===== config.mk =====
export PLATFORM = sky130hd
export DESIGN_NAME = dm_store_buffer_flat
export DESIGN_NICKNAME = d
export VERILOG_FILES = /design/src/rtl/mem_pkg.sv /design/src/rtl/dm_store_buffer_if.sv /design/src/rtl/sb_fwd_merge.sv /design/src/rtl/dm_store_buffer.sv /design/src/flat_wrapper.sv
export SDC_FILE = /design/constraint.sdc
export NUM_CORES = 1
export LEC_CHECK = 0
export CAP_MARGIN = 20
export CORE_ASPECT_RATIO = 0.6
export CORE_UTILIZATION = 40
export DETAILED_ROUTE_END_ITERATION = 6
export SLEW_MARGIN = 10
export SYNTH_ARGS = -nofsm -noshare
export SYNTH_HDL_FRONTEND = slang
export SYNTH_HIERARCHICAL = 1
export SYNTH_SLANG_ARGS = --single-unit

===== constraint.sdc =====
create_clock -name clk -period 6.5 [get_ports clk]
set_input_delay 1.625 -clock clk [delete_from_list [all_inputs] [get_ports clk]]
set_output_delay 1.625 -clock clk [all_outputs]
set_load 0.03 [all_outputs]

===== src/rtl/mem_pkg.sv =====
// Shared memory-side definitions: byte-enable encodings, the store-buffer
// entry layout and the default buffer depth.
package mem_pkg;

  localparam int SB_DEPTH = 4;

  localparam logic [3:0] BE_WORD    = 4'b1111;
  localparam logic [3:0] BE_HALF_LO = 4'b0011;
  localparam logic [3:0] BE_HALF_HI = 4'b1100;
  localparam logic [3:0] BE_BYTE0   = 4'b0001;
  localparam logic [3:0] BE_BYTE1   = 4'b0010;
  localparam logic [3:0] BE_BYTE2   = 4'b0100;
  localparam logic [3:0] BE_BYTE3   = 4'b1000;
  localparam logic [3:0] BE_NONE    = 4'b0000;

  typedef struct packed {
    logic [29:0] addr_hi;
    logic [31:0] data;
    logic [3:0]  be;
    logic [31:0] pc;
  } sb_entry_t;

endpackage


===== src/rtl/dm_store_buffer_if.sv =====
// Pipeline <-> store buffer <-> DM write port signal bundle.
interface dm_store_buffer_if;
  // A store transfers on a rising edge where st_valid && st_ready; st_ready
  // never depends on st_valid, and st_valid must hold until it is taken.
  logic        st_valid;
  logic [31:0] st_addr;
  logic [31:0] st_data;
  logic [3:0]  st_be;
  logic [31:0] st_pc;
  logic        st_ready;
  logic        ld_valid;
  logic [31:0] ld_addr;
  logic [3:0]  fwd_mask;
  logic [31:0] fwd_data;
  logic        dm_we;
  logic [31:0] dm_addr;
  logic [31:0] dm_wdata;
  logic [3:0]  dm_be;
  logic [31:0] dm_pc;
  logic        empty;

  modport slave (
    input  st_valid, st_addr, st_data, st_be, st_pc, ld_valid, ld_addr,
    output st_ready, fwd_mask, fwd_data, dm_we, dm_addr, dm_wdata, dm_be,
           dm_pc, empty
  );

  modport master (
    output st_valid, st_addr, st_data, st_be, st_pc, ld_valid, ld_addr,
    input  st_ready, fwd_mask, fwd_data, dm_we, dm_addr, dm_wdata, dm_be,
           dm_pc, empty
  );
endinterface


===== src/rtl/sb_fwd_merge.sv =====
// Per-lane load forwarding from pending stores; the youngest matching entry
// with a lane enabled supplies that byte.
module sb_fwd_merge
  import mem_pkg::*;
#(
    parameter int DEPTH = SB_DEPTH,
    parameter int PTR_W = $clog2(DEPTH)
) (
    input  sb_entry_t        entries [DEPTH],
    input  logic [DEPTH-1:0] valid,
    input  logic [PTR_W-1:0] head,
    input  logic [PTR_W:0]   count,
    input  logic             ld_valid,
    input  logic [29:0]      ld_addr_hi,
    output logic [3:0]       fwd_mask,
    output logic [31:0]      fwd_data
);

    logic [PTR_W-1:0] idx;

    // Walk oldest to youngest so a later (younger) match overwrites a lane.
    always_comb begin
        fwd_mask = '0;
        fwd_data = '0;
        idx      = '0;
        for (int k = 0; k < DEPTH; k++) begin
            idx = head + PTR_W'(k);
            if (ld_valid && ((PTR_W+1)'(k) < count) && valid[idx] &&
                (entries[idx].addr_hi == ld_addr_hi)) begin
                for (int b = 0; b < 4; b++) begin
                    if (entries[idx].be[b]) begin
                        fwd_mask[b]        = 1'b1;
                        fwd_data[8*b +: 8] = entries[idx].data[8*b +: 8];
                    end
                end
            end
        end
    end

endmodule


===== src/rtl/dm_store_buffer.sv =====
// Posted-write buffer in front of the data memory: in-order FIFO of stores,
// drained into DM whenever no load claims the port, with load forwarding.
module dm_store_buffer
  import mem_pkg::*;
#(
    parameter int DEPTH = SB_DEPTH,
    parameter int PTR_W = $clog2(DEPTH)
) (
    input  logic               clk,
    input  logic               reset,
    dm_store_buffer_if.slave   bus
);

    localparam logic [PTR_W:0] FULL_CNT = (PTR_W+1)'(DEPTH);

    sb_entry_t        entries [DEPTH];
    logic [PTR_W-1:0] head;
    logic [PTR_W-1:0] tail;
    logic [PTR_W:0]   count;
    logic [DEPTH-1:0] valid;
    logic             full;
    logic             is_empty;
    logic             enq;
    logic             drain;
    logic [3:0]       unused_addr_bits;

    assign unused_addr_bits = {bus.st_addr[1:0], bus.ld_addr[1:0]};

    assign full     = (count == FULL_CNT);
    assign is_empty = (count == '0);

    // Zero byte-enable stores are acknowledged but never occupy a slot.
    assign enq   = bus.st_valid && !full && (bus.st_be != BE_NONE);
    assign drain = !is_empty && !bus.ld_valid;

    assign bus.st_ready = !full;
    assign bus.empty    = is_empty;

    always_ff @(posedge clk or negedge reset) begin
        if (!reset) begin
            head  <= '0;
            tail  <= '0;
            count <= '0;
        end else begin
            if (enq)   tail <= tail + 1'b1;
            if (drain) head <= head + 1'b1;
            case ({enq, drain})
                2'b10:   count <= count + 1'b1;
                2'b01:   count <= count - 1'b1;
                default: count <= count;
            endcase
        end
    end

    always_ff @(posedge clk) begin
        if (enq) begin
            entries[tail] <= '{addr_hi: bus.st_addr[31:2],
                               data:    bus.st_data,
                               be:      bus.st_be,
                               pc:      bus.st_pc};
        end
    end

    // An entry is live when its distance from head is below the occupancy.
    for (genvar g = 0; g < DEPTH; g++) begin : g_valid
        logic [PTR_W-1:0] off;
        assign off      = PTR_W'(g) - head;
        assign valid[g] = ({1'b0, off} < count);
    end

    assign bus.dm_we    = drain;
    assign bus.dm_addr  = drain ? {entries[head].addr_hi, 2'b00} : '0;
    assign bus.dm_wdata = drain ? entries[head].data : '0;
    assign bus.dm_be    = drain ? entries[head].be : '0;
    assign bus.dm_pc    = drain ? entries[head].pc : '0;

    sb_fwd_merge #(
        .DEPTH (DEPTH),
        .PTR_W (PTR_W)
    ) u_fwd (
        .entries    (entries),
        .valid      (valid),
        .head       (head),
        .count      (count),
        .ld_valid   (bus.ld_valid),
        .ld_addr_hi (bus.ld_addr[31:2]),
        .fwd_mask   (bus.fwd_mask),
        .fwd_data   (bus.fwd_data)
    );

endmodule


===== src/flat_wrapper.sv =====
// flat-port wrapper written by rule: the top's interface ports become plain ports
module dm_store_buffer_flat import mem_pkg::*;
#(
    parameter int DEPTH = SB_DEPTH,
    parameter int PTR_W = $clog2(DEPTH)
)
  (clk, reset, bus_st_valid, bus_st_addr, bus_st_data, bus_st_be, bus_st_pc, bus_ld_valid, bus_ld_addr, bus_st_ready, bus_fwd_mask, bus_fwd_data, bus_dm_we, bus_dm_addr, bus_dm_wdata, bus_dm_be, bus_dm_pc, bus_empty);
  dm_store_buffer_if bus_i ();
  input  logic clk;
  input  logic reset;
  input wire logic [$bits(bus_i.st_valid)-1:0] bus_st_valid;
  input wire logic [$bits(bus_i.st_addr)-1:0] bus_st_addr;
  input wire logic [$bits(bus_i.st_data)-1:0] bus_st_data;
  input wire logic [$bits(bus_i.st_be)-1:0] bus_st_be;
  input wire logic [$bits(bus_i.st_pc)-1:0] bus_st_pc;
  input wire logic [$bits(bus_i.ld_valid)-1:0] bus_ld_valid;
  input wire logic [$bits(bus_i.ld_addr)-1:0] bus_ld_addr;
  output wire logic [$bits(bus_i.st_ready)-1:0] bus_st_ready;
  output wire logic [$bits(bus_i.fwd_mask)-1:0] bus_fwd_mask;
  output wire logic [$bits(bus_i.fwd_data)-1:0] bus_fwd_data;
  output wire logic [$bits(bus_i.dm_we)-1:0] bus_dm_we;
  output wire logic [$bits(bus_i.dm_addr)-1:0] bus_dm_addr;
  output wire logic [$bits(bus_i.dm_wdata)-1:0] bus_dm_wdata;
  output wire logic [$bits(bus_i.dm_be)-1:0] bus_dm_be;
  output wire logic [$bits(bus_i.dm_pc)-1:0] bus_dm_pc;
  output wire logic [$bits(bus_i.empty)-1:0] bus_empty;
  assign bus_i.st_valid = bus_st_valid;
  assign bus_i.st_addr = bus_st_addr;
  assign bus_i.st_data = bus_st_data;
  assign bus_i.st_be = bus_st_be;
  assign bus_i.st_pc = bus_st_pc;
  assign bus_i.ld_valid = bus_ld_valid;
  assign bus_i.ld_addr = bus_ld_addr;
  assign bus_st_ready = bus_i.st_ready;
  assign bus_fwd_mask = bus_i.fwd_mask;
  assign bus_fwd_data = bus_i.fwd_data;
  assign bus_dm_we = bus_i.dm_we;
  assign bus_dm_addr = bus_i.dm_addr;
  assign bus_dm_wdata = bus_i.dm_wdata;
  assign bus_dm_be = bus_i.dm_be;
  assign bus_dm_pc = bus_i.dm_pc;
  assign bus_empty = bus_i.empty;
  dm_store_buffer #(.DEPTH(DEPTH), .PTR_W(PTR_W)) u_core (.clk(clk), .reset(reset), .bus(bus_i));
endmodule

==> results.sh, run 1 <==
export IMPL_run_status="finished, final reports clean"
export IMPL_overflow=0
export IMPL_antenna_found_initial=6
export IMPL_synth_seq_area_share_pct=49.17
export IMPL_timing_final_crit_period_ns=6.439
export IMPL_final_util_pct=51.76
export IMPL_cts_sinks=399
export IMPL_n_fill_cell=5077
export IMPL_grt_pass1_vias=17240
export IMPL_area_delta_synth_final_pct=26.92
export IMPL_max_slew_worst_pin_slew_ns=0.9408
export IMPL_cts_buffers=41
export IMPL_cap_violations=0
export IMPL_setup_tns_ns=0
export IMPL_core_area_um2=59570
export IMPL_cp_max_fo=16
export IMPL_fin_nets=2290
export IMPL_async_reset_ff_share_pct=1.754
export IMPL_layout_commonest_cell="edfxtp_1"
export IMPL_rsz0062_at_grt="false"
export IMPL_start_util_pct=40.79
export IMPL_dpl_cell_area_um2=28740
export IMPL_power_leakage_nw=10.88
export IMPL_dieArea_um2=61760
export IMPL_start_kind="input port"
export IMPL_hp_class="register to register"
export IMPL_grt_max_degree=87
export IMPL_drt_iter0_markers=1560
export IMPL_drc=0
export IMPL_io_buffers=268
export IMPL_switchingPower_mw=5.725
export IMPL_clk_path_buf_depth=3
export IMPL_synth_seq_cells=399
export IMPL_vias_per_cell=5.974
export IMPL_synth_edff_count=392
export IMPL_cp_data_arrival_time_ns=4.81
export IMPL_path_class="input port to primary output"
export IMPL_required_ns=4.88
export IMPL_endpoint_kind="primary output"
export IMPL_grt_use_total_pct=23.66
export IMPL_clk_pin_slew_worst_paths_ns=0.06
export IMPL_drive_gt1_share_pct=29.12
export IMPL_grt_pass1_wl_um=109300
export IMPL_rows=69
export IMPL_ir_worst_vdd_v=0.0002247
export IMPL_place_congestion=0.9561
export IMPL_synth_area_um2=24300
export IMPL_ys_types=88
export IMPL_yosysWarnings=6
export IMPL_ant_nets=0
export IMPL_pwr_share_clk_pct=17.8
export IMPL_die_h_um=192.9
export IMPL_fin_worst_skew_ns=0.01307
export IMPL_finalSetupViolCount=0
export IMPL_worstSkewPairLatency_ns=0.58
export IMPL_avgSynthCellArea_um2=13.56
export IMPL_wire_per_inst_um=25.37
export IMPL_postSynthCellCount=1792
export IMPL_final_area_um2=30840
export IMPL_finalHoldWorstSlack_ns=0.5928
export IMPL_dp_hpwl_um=52260
export IMPL_drt_pass1_iterations=6
export IMPL_p_comb_share_pct=56.0
export IMPL_seqPwrFrac_pct=26.2
export IMPL_fin_crit_sh_pct=99.06
export IMPL_vias=17680
export IMPL_slew_headroom_pct=37.28
export IMPL_wirelength_um=75090
export IMPL_die_w_um=320.2
export IMPL_final_cell_mix="edfxtp_1 (392), clkdlybuf4s50_1 (204), mux2i_1 (202)"
export IMPL_cts_max_level=2
export IMPL_cts_tree="done"
export IMPL_fmax_mhz=155.3
export IMPL_synthFlopType="edfxtp_1"
export IMPL_switching_share_pct=41.00
export IMPL_r2r_cells=4
export IMPL_power_density_nw_per_um2=452.8
export IMPL_cts_root_buf="clkbuf_16"
export IMPL_hold_viol_final=0
export IMPL_slew_violations=0
export IMPL_ff2ff_setup_slack_ns=3.60
export IMPL_io_pins=275
export IMPL_internal_power_mw=8.238
export IMPL_hold_path_depth=1
-- sequential cells by signal, summed over array words and instances (netlist names) --
| signal | count |
|---|---|
| u_core/entries | 392 |
| u_core/head | 2 |
| u_core/tail | 2 |
| u_core/count | 3 |
-- per-layer routing --
layer | wire length [um] | up-vias | share of wire, % | GRT usage (%)
met4 | 1067 | 4 | 1.4 | 4.821
met3 | 6055 | 81 | 8.1 | 5.719
met5 | 27 | - | 0.036 | 0
met2 | 32290 | 678 | 43 | 34.76
met1 | 35650 | 8993 | 47 | 35.36
li1 | - | 7928 | - | -
-- power groups by stage --
stage	Clock, mW	Sequential (mW)	Combinational, mW
4_1_cts	2.57	3.67	7.68
3_3_place_gp	0	3.71	7.42
6_report	2.49	3.65	7.82
2_1_floorplan	0	3.64	5.27
3_5_place_dp	0	3.74	7.50
5_1_grt	2.66	3.71	8.25
-- synth_stat cells (all sizes together) (20+ instances only) --
master,n,share of area (%)
edfxtp,392,48
nor2,49,0.77
o21ai,36,0.74
a211oi,57,1.8
nor3,21,0.47
buf,86,2.3
mux4,123,11
and3,25,0.64
clkbuf,69,1.1
and2,114,2.9
a21oi,45,0.93
inv,20,0.31
mux2,95,4.4
xnor2,92,3.3
nand2,43,0.66
mux2i,205,8.5
a221oi,38,1.4
-- stage by stage --
stage	instances	setup slack, ns	power (mW)
2_1_floorplan	1793	0.001678	8.905
3_3_place_gp	2859	-0.5899	11.13
3_5_place_dp	2859	-0.5676	11.24
4_1_cts	2948	0.006011	13.92
5_1_grt	2957	0.002953	14.62
6_report	2960	0.06135	13.96
-- final timing paths --
path                                                   from                             to
worst min register to register   u_core/tail[1]$_DFFE_PN0P_     u_core/tail[1]$_DFFE_PN0P_
worst max register to register  u_core/count[0]$_DFFE_PN0P_  u_core/entries[341]$_DFFE_PP_
min in group asynchronous                             reset     u_core/head[0]$_DFFE_PN0P_
worst max-delay path                        bus_ld_addr[17]               bus_fwd_data[23]
max in group asynchronous                             reset     u_core/head[1]$_DFFE_PN0P_
worst min-delay path             u_core/tail[1]$_DFFE_PN0P_     u_core/tail[1]$_DFFE_PN0P_
-- cell type report --
| type | count | area [um^2] | area share (%) |
|---|---|---|---|
| clock buffers | 49 | 1077 | 3.494 |
| flip-flops and latches | 399 | 11950 | 38.77 |
| multi-input cells | 1218 | 11880 | 38.52 |
| inverters | 21 | 83.83 | 0.2719 |
| repair buffers | 463 | 4534 | 14.70 |
| well taps | 781 | 977.2 | 3.169 |
| diodes | 5 | 12.51 | 0.04058 |
| clock inverters | 24 | 319.1 | 1.035 |
-- cells by family after synthesis --
| kind of cell | count (synthesis) | synth area share [%] |
|---|---|---|
| simple gates | 350 | 8.266 |
| buf+inv | 176 | 3.734 |
| flops | 399 | 49.17 |
| xor+xnor | 107 | 3.857 |
| other cells | 1 | 0.01543 |
| fa+ha+maj | 10 | 0.5459 |
| compound gates | 326 | 10.15 |
| mux | 423 | 24.27 |
-- worst max-delay path, stage by stage --
cell and delay (ns):
dlygate4sd2_1 0.29, buf_6 0.18, a31oi_1 0.21, buf_4 0.17
or4b_4 0.47, nand2b_1 0.20, a2111oi_4 0.31, buf_4 0.22
and3_2 0.23, nor3_4 0.06, buf_12 0.16, a221oi_1 0.33
o32ai_2 0.16, buf_4 0.19
-- what timing repair did --
| item | CTS | global route |
|---|---|---|
| gates cloned | 3 | 1 |
| resized for setup | 94 | 38 |
| buffers inserted | 14 | 6 |
| hold buffers | 0 | 0 |
| pin swaps | 26 | 15 |
| setup endpoints to repair | 35 | 32 |
(Power assumes the default switching activity.)
==> inputs of run 2 (changes only) <==
--- a/config.mk
+++ b/config.mk
@@ -6,8 +6,8 @@
 export NUM_CORES = 1
 export LEC_CHECK = 0
-export CAP_MARGIN = 20
 export CORE_ASPECT_RATIO = 0.6
 export CORE_UTILIZATION = 40
 export DETAILED_ROUTE_END_ITERATION = 6
+export GPL_ROUTABILITY_DRIVEN = 0
 export SLEW_MARGIN = 10
 export SYNTH_ARGS = -nofsm -noshare
==> constraint.sdc (replaced) <==
create_clock -name clk -period 6.5 [get_ports clk]
set_input_delay 0.65 -clock clk [delete_from_list [all_inputs] [get_ports clk]]
set_output_delay 0.65 -clock clk [all_outputs]
set_load 0.03 [all_outputs]
==> results.sh, run 2 (synthesis results as in run 1) <==
export IMPL_die_w_um=320.2
export IMPL_critPathMostFrequentCell="o21ai_0"
export IMPL_area_delta_synth_final_pct=20.27
export IMPL_grt_max_degree=85
export IMPL_drt_pass1_iterations=6
export IMPL_slew_headroom_pct=24.98
export IMPL_r2r_cells=4
export IMPL_crit_path_cell_trace="buf_12 -> mux2i_1 -> o21ai_0 -> nor4b_1 -> o22ai_1 -> nor4_4 -> nand4_2 -> buf_4 -> or2_2 -> mux4_2 -> o21ai_0 -> clkdlybuf4s50_1"
export IMPL_ff2ff_setup_slack_ns=3.52
export IMPL_grt_pass1_wl_um=108300
export IMPL_crit_end="bus_fwd_data[31]"
export IMPL_path_class="register to primary output"
export IMPL_ir_worst_vdd_v=0.0002507
export IMPL_io_pins=275
export IMPL_setup_tns_ns=0
export IMPL_power_density_nw_per_um2=461.5
export IMPL_pwr_share_clk_pct=17.7
export IMPL_dieArea_um2=61760
export IMPL_power_leakage_nw=10.02
export IMPL_internal_power_mw=7.966
export IMPL_grt_use_total_pct=23.41
export IMPL_drive_gt1_share_pct=20.35
export IMPL_cp_max_fo=30
export IMPL_io_buffers=268
export IMPL_required_ns=5.85
export IMPL_max_slew_worst_pin_slew_ns=1.125
export IMPL_clk_pin_slew_worst_paths_ns=0.06
export IMPL_finalSetupViolCount=0
export IMPL_hp_class="input port to asynchronous set/reset pin"
export IMPL_switching_share_pct=40.93
export IMPL_cpMaxStageDelayCell="nor4b_1"
export IMPL_start_kind="register"
export IMPL_fin_worst_skew_ns=0.01291
export IMPL_fin_nets=2179
export IMPL_cp_num_buf_inv=3
export IMPL_endpoint_kind="primary output"
export IMPL_dp_cells=2758
export IMPL_start_util_pct=40.79
export IMPL_run_status="finished, final reports clean"
export IMPL_seqPwrFrac_pct=27.4
export IMPL_dp_hpwl_um=50110
export IMPL_final_cell_mix="edfxtp_1 (392), clkdlybuf4s50_1 (257), mux2i_1 (204)"
export IMPL_switchingPower_mw=5.520
export IMPL_cpLargestDelayFamily="simple AND/OR/NAND/NOR gates"
export IMPL_drt_iter0_markers=1759
export IMPL_layout_commonest_cell="edfxtp_1"
export IMPL_rows=69
export IMPL_cp_data_arrival_time_ns=5.71
export IMPL_startpoint="u_core/head[1]$_DFFE_PN0P_"
export IMPL_largest_register="u_core/entries"
export IMPL_clk_path_buf_depth=3
export IMPL_grt_pass1_vias=16950
export IMPL_r2r_start="u_core/count[0]$_DFFE_PN0P_"
export IMPL_rsz0062_at_grt="false"
export IMPL_p_comb_share_pct=54.9
export IMPL_n_fill_cell=5150
export IMPL_fmax_mhz=157.2
export IMPL_wirelength_um=73580
export IMPL_ant_nets=0
export IMPL_hold_viol_final=0
export IMPL_vias=17460
export IMPL_overflow=0
export IMPL_vias_per_cell=6.129
export IMPL_fin_crit_sh_pct=97.85
export IMPL_drc=0
export IMPL_slew_violations=0
export IMPL_cts_max_level=2
export IMPL_cts_tree="done"
export IMPL_final_cells=2848
export IMPL_worstSkewPairLatency_ns=0.58
export IMPL_largest_reg_flops=392
export IMPL_timing_final_crit_period_ns=6.360
export IMPL_cts_sinks=399
export IMPL_wire_per_inst_um=25.84
export IMPL_reg2reg_to="u_core/entries[313]$_DFFE_PP_"
export IMPL_antenna_found_initial=4
export IMPL_die_h_um=192.9
export IMPL_largest_registers="u_core/entries: 392 flops, u_core/count: 3 flops"
export IMPL_cts_buffers=42
export IMPL_core_area_um2=59570
export IMPL_max_stage_delay_ns=0.76
export IMPL_cp_depth=12
export IMPL_cts_root_buf="clkbuf_16"
export IMPL_cap_violations=0
run 2: cell count changes in the layout (fill, tap and decap cells not counted), moves of 8 or more:
cell / change
clkdlybuf4s50_1: +53
buf_12: -22
o32ai_2: -11
a221oi_2: -8
a221oi_1: +8
buf_4: -103
a211oi_1: +8
buf_6: -12
o32ai_1: +11
dlygate4sd2_1: -19
run 2: layer usage:
metal	part of all wire, %	vias to the layer above	GRT usage, %
met4	1.7	2	4.950
met3	9.0	95	5.530
met5	0.018	-	0
met1	46	8856	34.33
li1	-	7671	-
met2	43	831	35.22
run 2: worst reg2reg max path, delay by kind of cell (launching register included):
kind / cells / cell delay, ns
buffers and inverters: 1 / 0.54
AND/OR/NAND/NOR: 2 / 1.08
flip-flops: 1 / 0.51
AO/OA/AOI/OAI: 1 / 0.47
run 2: cell type report:
type | count | area [um^2] | area share [%]
sequential | 399 | 11950 | 40.91
clock buffer | 49 | 1099 | 3.760
antenna | 3 | 7.507 | 0.02569
timing repair buffer | 351 | 3390 | 11.60
inverter | 21 | 81.33 | 0.2783
multi-input combinational | 1218 | 11480 | 39.29
tap | 781 | 977.2 | 3.344
clock inverter | 26 | 232.7 | 0.7964
run 2: stage by stage:
stage | cell area [um^2] | worst slack (ns) | hold slack, ns | util (%) | power [mW]
after floorplan | 24300 | 1.654 | 0.3544 | - | 8.863
after CTS | 29110 | 0.09534 | 0.3379 | 48.87 | 13.47
after detailed placement | 27710 | 0.3940 | 0.5656 | 46.52 | 10.95
final | 29220 | 0.1400 | 0.3762 | 49.05 | 13.49
after global routing | 29220 | 0.05341 | 0.3806 | 49.05 | 14.14
after global placement | 27710 | 0.3569 | 0.5527 | 46.52 | 10.86
run 2: power by group through the flow:
stage | clock [mW] | sequential (mW) | combinational [mW]
floorplan | 0 | 3.64 | 5.22
global placement | 0 | 3.78 | 7.08
detailed placement | 0 | 3.81 | 7.15
CTS | 2.47 | 3.70 | 7.30
global route | 2.56 | 3.74 | 7.84
finish | 2.39 | 3.69 | 7.40
run 2: worst min path at each step:
| stage | endpoint | slack [ns] |
|---|---|---|
| 6_report | u_core/head[0]$_DFFE_PN0P_ | 0.38 |
| 5_1_grt | u_core/head[0]$_DFFE_PN0P_ | 0.38 |
| 4_1_cts | u_core/head[0]$_DFFE_PN0P_ | 0.34 |
| 3_5_place_dp | u_core/tail[1]$_DFFE_PN0P_ | 0.57 |
| 3_3_place_gp | u_core/tail[1]$_DFFE_PN0P_ | 0.55 |
| 2_1_floorplan | u_core/count[0]$_DFFE_PN0P_ | 0.35 |
run 2: what timing repair did:
| item | in CTS | in global routing |
|---|---|---|
| hold buffers | 0 | 0 |
| resized for setup | 2 | 8 |
| setup buffers | 3 | 9 |
| endpoints found under the setup margin | 24 | 10 |
| hold endpoints to repair | 0 | 0 |
==> inputs of run 3 (changes only) <==
CORE_ASPECT_RATIO = 0.9   (was 0.6)
==> results.sh, run 3 (synthesis results as in run 1) <==
export IMPL_run_status="finished, final reports clean"
export IMPL_start_util_pct=40.58
export IMPL_fmax_mhz=159.9
export IMPL_power_leakage_nw=9.988
export IMPL_r2r_cells=9
export IMPL_grt_use_total_pct=22.76
export IMPL_cts_max_level=2
export IMPL_slew_violations=0
export IMPL_largest_reg_flops=392
export IMPL_clk_path_buf_depth=3
export IMPL_drt_pass1_iterations=5
export IMPL_ir_worst_vdd_v=0.0003021
export IMPL_io_pins=275
export IMPL_slew_headroom_pct=35.45
export IMPL_ff2ff_setup_slack_ns=3.36
export IMPL_cts_root_buf="clkbuf_16"
export IMPL_cts_tree="done"
export IMPL_layout_commonest_cell="edfxtp_1"
export IMPL_reg2reg_to="u_core/count[2]$_DFFE_PN0P_"
export IMPL_cts_sinks=399
export IMPL_rows=85
export IMPL_startpoint="u_core/head[1]$_DFFE_PN0P_"
export IMPL_fin_worst_skew_ns=0.008906
export IMPL_wire_per_inst_um=24.96
export IMPL_io_buffers=268
export IMPL_dp_hpwl_um=48430
export IMPL_antenna_found_initial=7
export IMPL_drt_iter0_markers=1513
export IMPL_cp_max_fo=40
export IMPL_start_kind="register"
export IMPL_path_class="register to primary output"
export IMPL_clk_pin_slew_worst_paths_ns=0.06
export IMPL_power_density_nw_per_um2=462.2
export IMPL_timing_final_crit_period_ns=6.252
export IMPL_grt_pass1_vias=16970
export IMPL_setup_tns_ns=0
export IMPL_hold_buffers=0
export IMPL_overflow=0
export IMPL_fin_crit_sh_pct=96.19
export IMPL_hold_viol_final=0
export IMPL_ant_nets=0
export IMPL_wirelength_um=71120
export IMPL_largest_register="u_core/entries"
export IMPL_die_w_um=261.8
export IMPL_core_area_um2=59880
export IMPL_grt_pass1_wl_um=106200
export IMPL_area_delta_synth_final_pct=20.85
export IMPL_fin_nets=2173
export IMPL_final_cells=2849
export IMPL_vias=17200
export IMPL_grt_max_degree=131
export IMPL_die_h_um=235.8
export IMPL_finalSetupViolCount=0
export IMPL_worstSkewPairLatency_ns=0.58
export IMPL_endpoint_kind="primary output"
export IMPL_largest_registers="u_core/entries: 392 flops, u_core/count: 3 flops"
export IMPL_max_slew_worst_pin_slew_ns=0.9683
export IMPL_hp_class="input port to asynchronous set/reset pin"
export IMPL_final_cell_mix="edfxtp_1 (392), clkdlybuf4s50_1 (268), mux2i_1 (204)"
export IMPL_drive_gt1_share_pct=20.03
export IMPL_drc=0
export IMPL_dp_cells=2760
export IMPL_required_ns=5.85
export IMPL_vias_per_cell=6.037
export IMPL_cp_data_arrival_time_ns=5.60
export IMPL_r2r_start="u_core/count[2]$_DFFE_PN0P_"
export IMPL_cap_violations=0
export IMPL_dieArea_um2=61730
export IMPL_rsz0062_at_grt="false"
export IMPL_cts_buffers=45
run 3: cell types whose count changed in the layout (fill, tap and decap cells not counted), sizes merged, moves of 3 or more:
cell,change
clkdlybuf4s50,+11
clkinvlp,+3
dlymetal6s2s,-5
buf,-15
clkinv,-6
clkbuf,+8
run 3: worst max path at each step:
stage          cells past startpoint               end
3_5_place_dp                      12   bus_fwd_data[9]
3_3_place_gp                      12   bus_fwd_data[9]
2_1_floorplan                     17   bus_fwd_data[1]
5_1_grt                           12  bus_fwd_data[26]
6_report                          12   bus_fwd_data[7]
4_1_cts                           11   bus_fwd_data[9]
run 3: routing by layer:
metal / vias to the layer above / routed length (um) / track usage [%] / share of wire [%]
met3: 112 / 4710 / 4.621 / 6.6
li1: 7658 / - / - / -
met5: - / 54 / 0 / 0.076
met2: 627 / 33340 / 36.08 / 47
met1: 8794 / 31380 / 31.66 / 44
met4: 8 / 1631 / 6.096 / 2.3
run 3: power breakdown:
group          internal, mW  total (mW)  leakage, nW  switching [mW]
logic                  3.18        7.28         5.60            4.10
clock network          1.52        2.58        0.717            1.06
registers              3.39        3.72         3.67           0.327
run 3: repair_timing:
action / 4_1_cts / 5_1_grt
gates resized for setup: 2 / 4
endpoints found under the hold margin: 0 / 0
pin swaps: 0 / 1
setup endpoints to repair: 24 / 26
buffers inserted: 2 / 1
run 3: area by class of cell:
type / count / area [um^2]
diodes: 4 / 10.01
clock buffers: 57 / 1201
clock inverters: 25 / 309.0
fillers: 5162 / 30510
inverters: 21 / 81.33
multi-input cells: 1218 / 11480
flip-flops and latches: 399 / 11950
well taps: 783 / 979.7
repair buffers: 342 / 3349
run 3: worst max-delay path, stage by stage, from the launching register on:
cell,delay [ns]
dfrtp_4,0.70
buf_8,0.25
mux2i_1,0.69
xnor2_1,0.12
or3_1,0.32
a222oi_1,0.54
and3_1,0.42
and2_1,0.24
buf_12,0.23
a31oi_1,0.11
a21boi_0,0.17
o32ai_1,0.42
clkdlybuf4s50_1,0.77
run 3: stage by stage:
step / total power [mW] / worst slack, ns / utilization, % / hold WS [ns] / area, um^2
after CTS: 13.62 / 0.1077 / 48.99 / 0.3229 / 29330
after global placement: 10.87 / 0.4460 / 46.39 / 0.5461 / 27780
final: 13.57 / 0.2475 / 49.04 / 0.3548 / 29360
after global routing: 14.23 / 0.002431 / 49.03 / 0.3589 / 29350
after detailed placement: 10.95 / 0.3795 / 46.39 / 0.5627 / 27780
after floorplan: 8.863 / 1.654 / - / 0.3544 / 24300
